<file path="src/rtl/mac512_pkg.sv">
// Shared constants and state encoding for the 512-bit MAC operand loader.
package mac512_pkg;

  localparam int OP_W       = 256;
  localparam int WORD_W     = 32;
  localparam int MAC_PERIOD = 257;
  localparam int NW         = OP_W / WORD_W;
  localparam int IDX_W      = $clog2(2 * NW);
  localparam int PC_W       = $clog2(MAC_PERIOD);

  typedef enum logic {
    IDLE = 1'b0,
    RUN  = 1'b1
  } state_e;

endpackage

</file>
<file path="src/rtl/operand_shadow_buf.sv">
// Word-addressed shadow store for one A/B operand pair; words 0..NW-1 form A,
// NW..2*NW-1 form B, least-significant word first.
module operand_shadow_buf
  import mac512_pkg::*;
#(
  parameter int WORD_W = mac512_pkg::WORD_W,
  parameter int NW     = mac512_pkg::NW
) (
  input  logic                      clk,
  input  logic                      we_i,
  input  logic [$clog2(2*NW)-1:0]   idx_i,
  input  logic [WORD_W-1:0]         data_i,
  output logic [NW*WORD_W-1:0]      a_o,
  output logic [NW*WORD_W-1:0]      b_o
);

  localparam int BUF_IDX_W = $clog2(2 * NW);

  for (genvar gi = 0; gi < 2 * NW; gi++) begin : g_word
    logic [WORD_W-1:0] word_q;

    // Contents are don't-care until a full pair has been written, so no reset.
    always_ff @(posedge clk) begin
      if (we_i && (idx_i == BUF_IDX_W'(gi))) begin
        word_q <= data_i;
      end
    end

    if (gi < NW) begin : g_a
      assign a_o[gi*WORD_W +: WORD_W] = word_q;
    end else begin : g_b
      assign b_o[(gi-NW)*WORD_W +: WORD_W] = word_q;
    end
  end

endmodule

</file>
<file path="src/rtl/mac_operand_loader.sv">
// Streams operand words into a shadow pair and hands each pair to the MAC for
// exactly one enabled period, reloading back-to-back when the next pair is ready.
module mac_operand_loader
  import mac512_pkg::*;
#(
  parameter int WORD_W     = mac512_pkg::WORD_W,
  parameter int OP_W       = mac512_pkg::OP_W,
  parameter int MAC_PERIOD = mac512_pkg::MAC_PERIOD
) (
  input  logic              clk,
  input  logic              rst_n,
  input  logic              s_valid,
  output logic              s_ready,
  input  logic [WORD_W-1:0] s_data,
  output logic [OP_W-1:0]   a_out,
  output logic [OP_W-1:0]   b_out,
  output logic              mac_en,
  output logic              mac_done,
  output logic              busy,
  output logic [15:0]       pair_cnt
);

  localparam int NW    = OP_W / WORD_W;
  localparam int IDX_W = $clog2(2 * NW);
  localparam int PC_W  = $clog2(MAC_PERIOD);

  state_e             state_q;
  logic [PC_W-1:0]    pc_q;
  logic [IDX_W-1:0]   idx_q;
  logic               pending_q;
  logic               s_ready_q;
  logic [OP_W-1:0]    a_q;
  logic [OP_W-1:0]    b_q;
  logic               mac_en_q;
  logic               mac_done_q;
  logic [15:0]        pair_cnt_q;

  logic               take_d;
  logic               last_word_d;
  logic               period_end_d;
  logic [OP_W-1:0]    shadow_a;
  logic [OP_W-1:0]    shadow_b;

  assign take_d       = s_valid && s_ready_q;
  assign last_word_d  = (idx_q == IDX_W'(2 * NW - 1));
  assign period_end_d = (pc_q == PC_W'(MAC_PERIOD - 1));

  operand_shadow_buf #(
    .WORD_W (WORD_W),
    .NW     (NW)
  ) u_shadow (
    .clk    (clk),
    .we_i   (take_d),
    .idx_i  (idx_q),
    .data_i (s_data),
    .a_o    (shadow_a),
    .b_o    (shadow_b)
  );

  // Pending is only set while s_ready is high and only cleared while it is
  // low, so the fill and hand-off branches never write it in the same cycle.
  always_ff @(posedge clk or negedge rst_n) begin
    if (!rst_n) begin
      state_q    <= IDLE;
      pc_q       <= '0;
      idx_q      <= '0;
      pending_q  <= 1'b0;
      s_ready_q  <= 1'b1;
      a_q        <= '0;
      b_q        <= '0;
      mac_en_q   <= 1'b0;
      mac_done_q <= 1'b0;
      pair_cnt_q <= '0;
    end else begin
      mac_done_q <= 1'b0;

      if (take_d) begin
        if (last_word_d) begin
          idx_q     <= '0;
          pending_q <= 1'b1;
          s_ready_q <= 1'b0;
        end else begin
          idx_q <= idx_q + 1'b1;
        end
      end

      case (state_q)
        IDLE: begin
          if (pending_q) begin
            a_q       <= shadow_a;
            b_q       <= shadow_b;
            pending_q <= 1'b0;
            s_ready_q <= 1'b1;
            pc_q      <= '0;
            mac_en_q  <= 1'b1;
            state_q   <= RUN;
          end
        end
        RUN: begin
          if (period_end_d) begin
            mac_done_q <= 1'b1;
            pair_cnt_q <= pair_cnt_q + 16'd1;
            pc_q       <= '0;
            if (pending_q) begin
              // Reload on the wrap edge so the MAC's next load cycle sees the new pair.
              a_q       <= shadow_a;
              b_q       <= shadow_b;
              pending_q <= 1'b0;
              s_ready_q <= 1'b1;
            end else begin
              mac_en_q <= 1'b0;
              state_q  <= IDLE;
            end
          end else begin
            pc_q <= pc_q + 1'b1;
          end
        end
        default: state_q <= IDLE;
      endcase
    end
  end

  assign s_ready  = s_ready_q;
  assign a_out    = a_q;
  assign b_out    = b_q;
  assign mac_en   = mac_en_q;
  assign mac_done = mac_done_q;
  assign pair_cnt = pair_cnt_q;
  assign busy     = (state_q == RUN) || pending_q;

endmodule

</file>
<file path="config.mk">
export PLATFORM = sky130hd
export DESIGN_NAME = mac_operand_loader
export DESIGN_NICKNAME = d
export VERILOG_FILES = /design/src/rtl/mac512_pkg.sv /design/src/rtl/operand_shadow_buf.sv /design/src/rtl/mac_operand_loader.sv
export SDC_FILE = /design/constraint.sdc
export NUM_CORES = 1
export LEC_CHECK = 0
export CORE_MARGIN = 2
export CORE_UTILIZATION = 25
export DETAILED_ROUTE_END_ITERATION = 6
export GPL_TIMING_DRIVEN = 0
export HOLD_SLACK_MARGIN = 0.03
export PLACE_DENSITY = 0.55
export SLEW_MARGIN = 10
export SYNTH_ARGS = -nofsm -noshare
export SYNTH_HDL_FRONTEND = slang
export SYNTH_HIERARCHICAL = 1
export SYNTH_SLANG_ARGS = --single-unit
</file>
<file path="constraint.sdc">
create_clock -name clk -period 4.4 [get_ports clk]
set_clock_uncertainty 0.15 [all_clocks]
set_input_delay 0.66 -clock clk [delete_from_list [all_inputs] [get_ports clk]]
set_output_delay 0.66 -clock clk [all_outputs]
set_load 0.01 [all_outputs]
</file>
==> load_flow_metrics.sql, run 1 <==
INSERT INTO impl_metrics (metric_group, metric, value, unit) VALUES
('run_status', 'status', 'completed', ''),
('grt', 'grt_pass1_vias', '19300', ''),
('route', 'drtIter0Drc', '965', ''),
('floorplan', 'io_pins', '567', ''),
('clock_network', 'tritoncts', 'yes', ''),
('grt', 'grt_usage', '14.2', '%'),
('logic_synthesis', 'syn_inst', '1773', ''),
('logic_synthesis', 'synthArstFlopShare', '51.6', '%'),
('floorplan', 'fp-row-count', '143', ''),
('logic_synthesis', 'synth.area.top_cells', 'edfxtp_1 (40%), dfrtp_1 (36%), mux2_4 (18%), buf_6 (1.5%), mux2_2 (1.3%)', ''),
('route', 'post_drt_via_cell_ratio', '3.96', ''),
('clock_network', 'cts-hold-fix-buffers', '1', ''),
('min_path', 'timing.hold.worst.class', 'input pin to async pin', ''),
('floorplan', 'core', '152000', 'µm²'),
('floorplan', 'die_h', '394', 'µm'),
('clock_network', 'cts_post_setup_buffers_inserted', '0', ''),
('placement', 'gpl.final_weighted_congestion', '0.730', ''),
('clock_network', 'cts.path.max_buffers', '3', ''),
('grt', 'grt-ovfl-total', '0', ''),
('critical_path', 'timing.critical_path.required', '3.59', 'ns'),
('power', 'power.switching_fraction', '28.6', '%'),
('power', 'pwr-share-clk', '26.7', '%'),
('logic_synthesis', 'synth_edf_count', '512', ''),
('placement', 'place_area', '47100', 'µm²'),
('power', 'power.combinational.fraction', '32.8', '%'),
('final_layout', 'fin_area', '50900', 'µm²'),
('logic_synthesis', 'ys_warn_count', '6', ''),
('timing', 'grt_setup_unrepaired', 'false', ''),
('final_layout', 'most-common-layout-cells', 'clkdlybuf4s50_1 (552), dfrtp_1 (545), edfxtp_1 (512), mux2_4 (452), clkbuf_16 (115)', ''),
('logic_synthesis', 'ys_ff_latch', '1058', ''),
('logic_synthesis', 'synthDominantCellAreaShare', '40.4', '%'),
('timing', 'layout_worst_path_cycle_share', '71.0', '%'),
('clock_network', 'h-tree-depth', '3', ''),
('route', 'num_vias', '18400', ''),
('floorplan', 'initial_core_util', '25.1', '%'),
('clock_network', 'clock_latency', '0.74', 'ns'),
('placement', 'place_ws', '0.689', 'ns'),
('floorplan', 'dieWidth', '394', 'µm'),
('timing', 'finalHoldViolations', '0', ''),
('critical_path', 'arrival', '2.32', 'ns'),
('clock_network', 'cts_inserted_buffers', '115', ''),
('clock_network', 'clockRootBuffer', 'clkbuf_16', ''),
('power', 'vdd_drop_max', '0.000406', 'V'),
('flow_run', 'cap_violations', '0', ''),
('route', 'antenna_violating_nets_post_route', '0', ''),
('final_layout', 'layout_cell_share_with_drive_strength_beyond_1', '31.5', '%'),
('timing', 'finish_stage_setup_viols', '0', ''),
('final_layout', 'areaGrowthSynthToFinish', '33.8', '%'),
('timing', 'timing_worst_slew_pin_value', '1.26', 'ns'),
('power', 'share_seq_of_total_power', '40.5', '%'),
('grt', 'antenna_found_initial', '6', ''),
('timing', 'max-slew-margin-rel', '16.1', '%'),
('final_layout', 'layout.nets', '2539', ''),
('critical_path', 'startpoint_kind_of_the_worst_setup_timing_path', 'register', ''),
('grt', 'grt_start_max_net_pins', '96', ''),
('grt', 'grt_pass1_wl', '156000', 'µm'),
('logic_synthesis', 'synth_fp_nets', '1812', ''),
('critical_path', 'cp-end-kind', 'primary output', ''),
('logic_synthesis', 'synthesis.area_per_instance', '21.5', 'µm²'),
('timing', 'fmax', '0.320', 'GHz'),
('route', 'wl', '112000', 'µm'),
('clock_network', 'ctsResizeCount', '0', ''),
('route', 'drt-wirelength-per-cell', '24.1', 'µm'),
('route', 'drt_drc_violations_left', '0', ''),
('placement', 'placement.io_buffers', '566', ''),
('final_layout', 'layout.cells.most_common', 'clkdlybuf4s50_1', ''),
('power', 'p_int', '26000', 'µW'),
('placement', 'dpl.hpwl', '75100', 'µm'),
('logic_synthesis', 'synth_sequential_area_ratio', '76.3', '%'),
('route', 'drt_first_pass_iters', '4', ''),
('timing', 'final.setup.worst_slack', '1.27', 'ns');
registers in the layout, indices dropped and copies added, names as in the netlist:
| signal | count |
|---|---|
| idx_q | 4 |
| u_shadow/g_word.word_q | 512 |
| pc_q | 9 |
| pair_cnt | 16 |
| mac_done | 1 |
| b_out | 256 |
| pending_q | 1 |
| state_q | 1 |
| s_ready | 1 |
| mac_en | 1 |
| a_out | 256 |
logic make-up (layout without fill, tap and decap cells):
kind of cell | after synthesis | after routing | share of synthesized area [%]
buffers and inverters | 71 | 900 | 1.76
adder cells (fa/ha/maj) | 4 | 4 | 0.132
AND/OR/NAND/NOR | 87 | 87 | 1.35
XOR/XNOR | 20 | 20 | 0.460
flip-flops | 1058 | 1058 | 76.3
multiplexers | 515 | 515 | 19.7
other | 0 | 2 | 0
AO/OA/AOI/OAI | 18 | 18 | 0.296
path summary, 6_finish.rpt:
check | cells after the start | start | end | slack [ns]
worst max-delay path | 4 | pending_q | busy | 1.27
worst min register to register | 1 | u_shadow/g_word[10].word_q[13] | b_out[77] | 0.30
worst min-delay path | 2 | rst_n | b_out[246] | 0.30
min in group clk | 1 | u_shadow/g_word[10].word_q[13] | b_out[77] | 0.30
worst max register to register | 6 | s_ready | u_shadow/g_word[8].word_q[1] | 1.35
max in group asynchronous | 5 | rst_n | b_out[196] | 2.04
stage by stage:
step | hold WS, ns | total power (µW) | instances
floorplan | 0.214 | 19800 | 1773
global placement | 0.284 | 26800 | 4369
detailed placement | 0.291 | 27000 | 4412
CTS | 0.211 | 37000 | 4632
global route | 0.271 | 38000 | 4632
finish | 0.295 | 36400 | 4634
power by group through the flow:
stage,logic [µW],registers [µW],clock network (µW)
after global placement,11800,14900,0
after floorplan,4000,15800,0
after global routing,12600,15100,10400
final,11900,14700,9740
after detailed placement,12100,14900,0
after CTS,12200,14800,10100
synthesized netlist by cell type, types with 4 or more instances:
library cell,number
nand2b_1,4
xnor2_1,15
dfrtp_1,545
xor2_1,5
nor2_1,12
edfxtp_1,512
o21ai_0,5
nand3_1,13
and3_1,6
mux2_4,452
mux2_1,17
ha_1,4
nor3_1,5
nand2_1,18
inv_1,7
clkbuf_1,6
nand4_1,7
buf_6,52
mux2_2,45
a21oi_1,6
nor3_2,6
a31oi_1,4
worst max-delay path, stage by stage, from the launching register on:
cell	delay, ns
dfrtp_1	0.35
clkbuf_1	0.18
nor2_1	0.30
inv_1	0.21
clkdlybuf4s50_1	0.55
cell type report:
cell class / instances / area, µm² / share of cell area, %
sequential: 1058 / 29000 / 57.0
multi-input combinational: 644 / 8460 / 16.6
timing repair buffer: 610 / 6380 / 12.5
clock buffer: 162 / 3290 / 6.47
tap: 2030 / 2540 / 4.99
buffer: 64 / 642 / 1.26
clock inverter: 57 / 541 / 1.06
inverter: 7 / 26.3 / 0.0516
antenna: 2 / 5.00 / 0.00983
per-layer routing:
layer  GRT usage, %  vias up  share of wire [%]
met2           22.6      511                 47
met3           4.82      140                7.0
li1               -     8041                  -
met5              0        -                  0
met1           18.2     9670                 44
met4           4.23        0                2.7
No activity file was read; power rests on OpenSTA's default activity.
==> run 2: changes to the inputs <==
==> constraint.sdc (replaced) <==
create_clock -name clk -period 2.7 [get_ports clk]
set_clock_uncertainty 0.15 [all_clocks]
set_input_delay 0.405 -clock clk [delete_from_list [all_inputs] [get_ports clk]]
set_output_delay 0.405 -clock clk [all_outputs]
set_load 0.01 [all_outputs]
==> run 2 against run 1 <==
Against the previous run:
- global-route usage rose by 0.25 points
- largest power group unchanged
- highest routed layer unchanged
- die area did not move
- cell area rose by 1.2%
- routed wire length rose by 2.1%
- combinational power rose by 65%
- critical path type is now register to register
==> load_flow_metrics.sql, run 2 (same netlist as run 1, synthesis figures left out) <==
INSERT INTO impl_metrics (metric_group, metric, value, unit) VALUES
('route', 'drt-wirelength-per-cell', '24.5', 'µm'),
('critical_path', 'path_cells', 'inv_1, ha_1, or4b_4, o21ai_4, nand2_8, buf_12, buf_6, mux2_4', ''),
('final_layout', 'layout_cell_share_with_drive_strength_beyond_1', '32.1', '%'),
('timing', 'fmax', '0.383', 'GHz'),
('timing', 'timing_worst_slew_pin_value', '1.29', 'ns'),
('final_layout', 'most-common-layout-cells', 'clkdlybuf4s50_1 (551), dfrtp_1 (544), edfxtp_1 (512), mux2_4 (452), clkbuf_16 (121)', ''),
('floorplan', 'fp-row-count', '143', ''),
('run_status', 'status', 'completed', ''),
('route', 'post_drt_via_cell_ratio', '4.01', ''),
('clock_network', 'cts.path.max_buffers', '3', ''),
('timing', 'report.final.slew_viol_count', '0', ''),
('placement', 'place_area', '47300', 'µm²'),
('grt', 'grt_start_max_net_pins', '94', ''),
('final_layout', 'top_register', 'u_shadow/g_word.word_q', ''),
('critical_path', 'worstPathMaxFanout', '10', ''),
('route', 'antenna_violating_nets_post_route', '0', ''),
('grt', 'grt_pass1_vias', '19800', ''),
('flow_run', 'cap_violations', '0', ''),
('floorplan', 'dieWidth', '394', 'µm'),
('floorplan', 'io_pins', '567', ''),
('critical_path', 'setup.worst_path.class', 'register to register', ''),
('power', 'finalPower', '60200', 'µW'),
('route', 'drtIter0Drc', '889', ''),
('critical_path', 'timing.critical_path.required', '3.14', 'ns'),
('placement', 'gpl.final_weighted_congestion', '0.735', ''),
('grt', 'grt-ovfl-total', '0', ''),
('timing', 'timing.hold.ws', '0.0579', 'ns'),
('clock_network', 'clockRootBuffer', 'clkbuf_16', ''),
('critical_path', 'reg2regPathDepth', '8', ''),
('power', 'leakage_power_summed_over_all_cells', '0.0217', 'µW'),
('route', 'drt_first_pass_iters', '4', ''),
('clock_network', 'h-tree-depth', '3', ''),
('critical_path', 'cp-end-kind', 'register', ''),
('final_layout', 'largest_register_ff_count', '512', ''),
('final_layout', 'fin_area', '51500', 'µm²'),
('floorplan', 'die_h', '394', 'µm'),
('grt', 'grt_pass1_wl', '158000', 'µm'),
('floorplan', 'initial_core_util', '25.1', '%'),
('final_layout', 'layout.nets', '2554', ''),
('floorplan', 'die_outline_area', '155000', 'µm²'),
('clock_network', 'numClockSinks', '1058', ''),
('final_layout', 'areaGrowthSynthToFinish', '35.4', '%'),
('timing', 'layout_worst_path_cycle_share', '96.8', '%'),
('clock_network', 'cts_inserted_buffers', '116', ''),
('grt', 'antenna_found_initial', '7', ''),
('route', 'drt_drc_violations_left', '0', ''),
('clock_network', 'tritoncts', 'yes', ''),
('route', 'wl', '114000', 'µm'),
('critical_path', 'worst_path_largest_cell_delay', '0.50', 'ns'),
('min_path', 'whs_path_depth', '1', ''),
('timing', 'finish_stage_setup_viols', '0', ''),
('critical_path', 'startpoint_kind_of_the_worst_setup_timing_path', 'register', ''),
('timing', 'timing.final.crit_period', '2.61', 'ns'),
('power', 'vdd_drop_max', '0.000739', 'V'),
('timing', 'finalHoldViolations', '0', ''),
('timing', 'max-slew-margin-rel', '13.6', '%'),
('final_layout', 'layout.cells.most_common', 'clkdlybuf4s50_1', ''),
('timing', 'grt_setup_unrepaired', 'true', ''),
('critical_path', 'critical_path_s_slowest_cell', 'or4b_4', ''),
('clock_network', 'clock_latency', '0.75', 'ns'),
('placement', 'placement.io_buffers', '566', ''),
('critical_path', 'arrival', '3.05', 'ns'),
('clock_network', 'path_clk_slew', '0.06', 'ns'),
('grt', 'grt_usage', '14.5', '%'),
('power', 'power-per-cell-area', '1170', 'nW/µm²'),
('floorplan', 'core', '152000', 'µm²'),
('placement', 'dpl.hpwl', '76100', 'µm'),
('min_path', 'timing.hold.worst.class', 'input pin to register', ''),
('route', 'num_vias', '18600', '');
-- run 2: cell count changes in the layout (fill, tap and decap cells not counted), moves of 3 or more --
cell | before | now
dlygate4sd3_1 | 1 | 5
clkbuf_1 | 29 | 25
buf_6 | 56 | 52
buf_16 | 11 | 20
inv_6 | 8 | 5
bufinv_16 | 6 | 10
buf_12 | 6 | 9
clkbuf_16 | 115 | 121
-- run 2: critical path, delay by kind of cell, from the launching register on --
kind                       cells  cell delay (ns)
adders and majority gates      1             0.17
buffers and inverters          3             0.50
DFF                            1             0.41
AOI/OAI and AO/OA              1             0.21
muxes                          1             0.31
and+or+nand+nor                2             0.66
-- run 2: cell type report --
class,count,area [µm²]
fill,14400,100000
sequential,1058,29000
multi-input combinational,644,8500
timing repair buffer,625,6710
clock buffer,165,3400
tap,2030,2540
buffer,63,689
clock inverter,54,629
inverter,7,26.3
antenna,3,7.51
-- run 2: routing by layer --
metal | wire length [µm] | vias up | global-route usage, % | part of all wire (%)
met4 | 2970 | 0 | 5.04 | 2.6
met1 | 47600 | 9843 | 17.7 | 42
li1 | - | 8104 | - | -
met2 | 54900 | 522 | 23.7 | 48
met3 | 8700 | 157 | 4.94 | 7.6
met5 | 0 | - | 0 | 0
-- run 2: through the flow --
step / instances / util, % / TNS [ns] / setup WS [ns]
finish: 4649 / 34.0 / 0 / 0.0869
global route: 4646 / 34.0 / -0.0890 / -0.0136
CTS: 4643 / 33.9 / -0.0134 / -0.00597
detailed placement: 4417 / 31.2 / -45.27 / -0.477
global placement: 4369 / 30.6 / - / -26.81
floorplan: 1773 / - / -40.74 / -0.216
-- run 2: power breakdown --
part | switching (µW) | internal (µW) | total (µW)
clock | 6780 | 9750 | 16500
sequential | 2550 | 21500 | 24100
combinational | 7770 | 11900 | 19600
total | 17100 | 43100 | 60200
-- run 2: what timing repair did --
item / 4_1_cts / 5_1_grt
endpoints found under the setup margin: 432 / 534
setup buffers: 2 / 1
pin swaps: 2 / 1
hold buffers: 6 / 0
gates resized for setup: 11 / 10
hold endpoints to repair: 238 / 0
gates cloned: 0 / 2
-- run 2: path summary, 6_finish.rpt --
check,slack (ns),start,endpoint
worst min-delay path,0.06,s_data[31],u_shadow/g_word[13].word_q[31]
worst max register to register,0.09,pc_q[0],b_out[210]
min in group asynchronous,0.60,rst_n,b_out[37]
worst max-delay path,0.09,pc_q[0],b_out[210]
max in group asynchronous,0.21,rst_n,b_out[50]
worst min register to register,0.30,u_shadow/g_word[5].word_q[31],a_out[191]
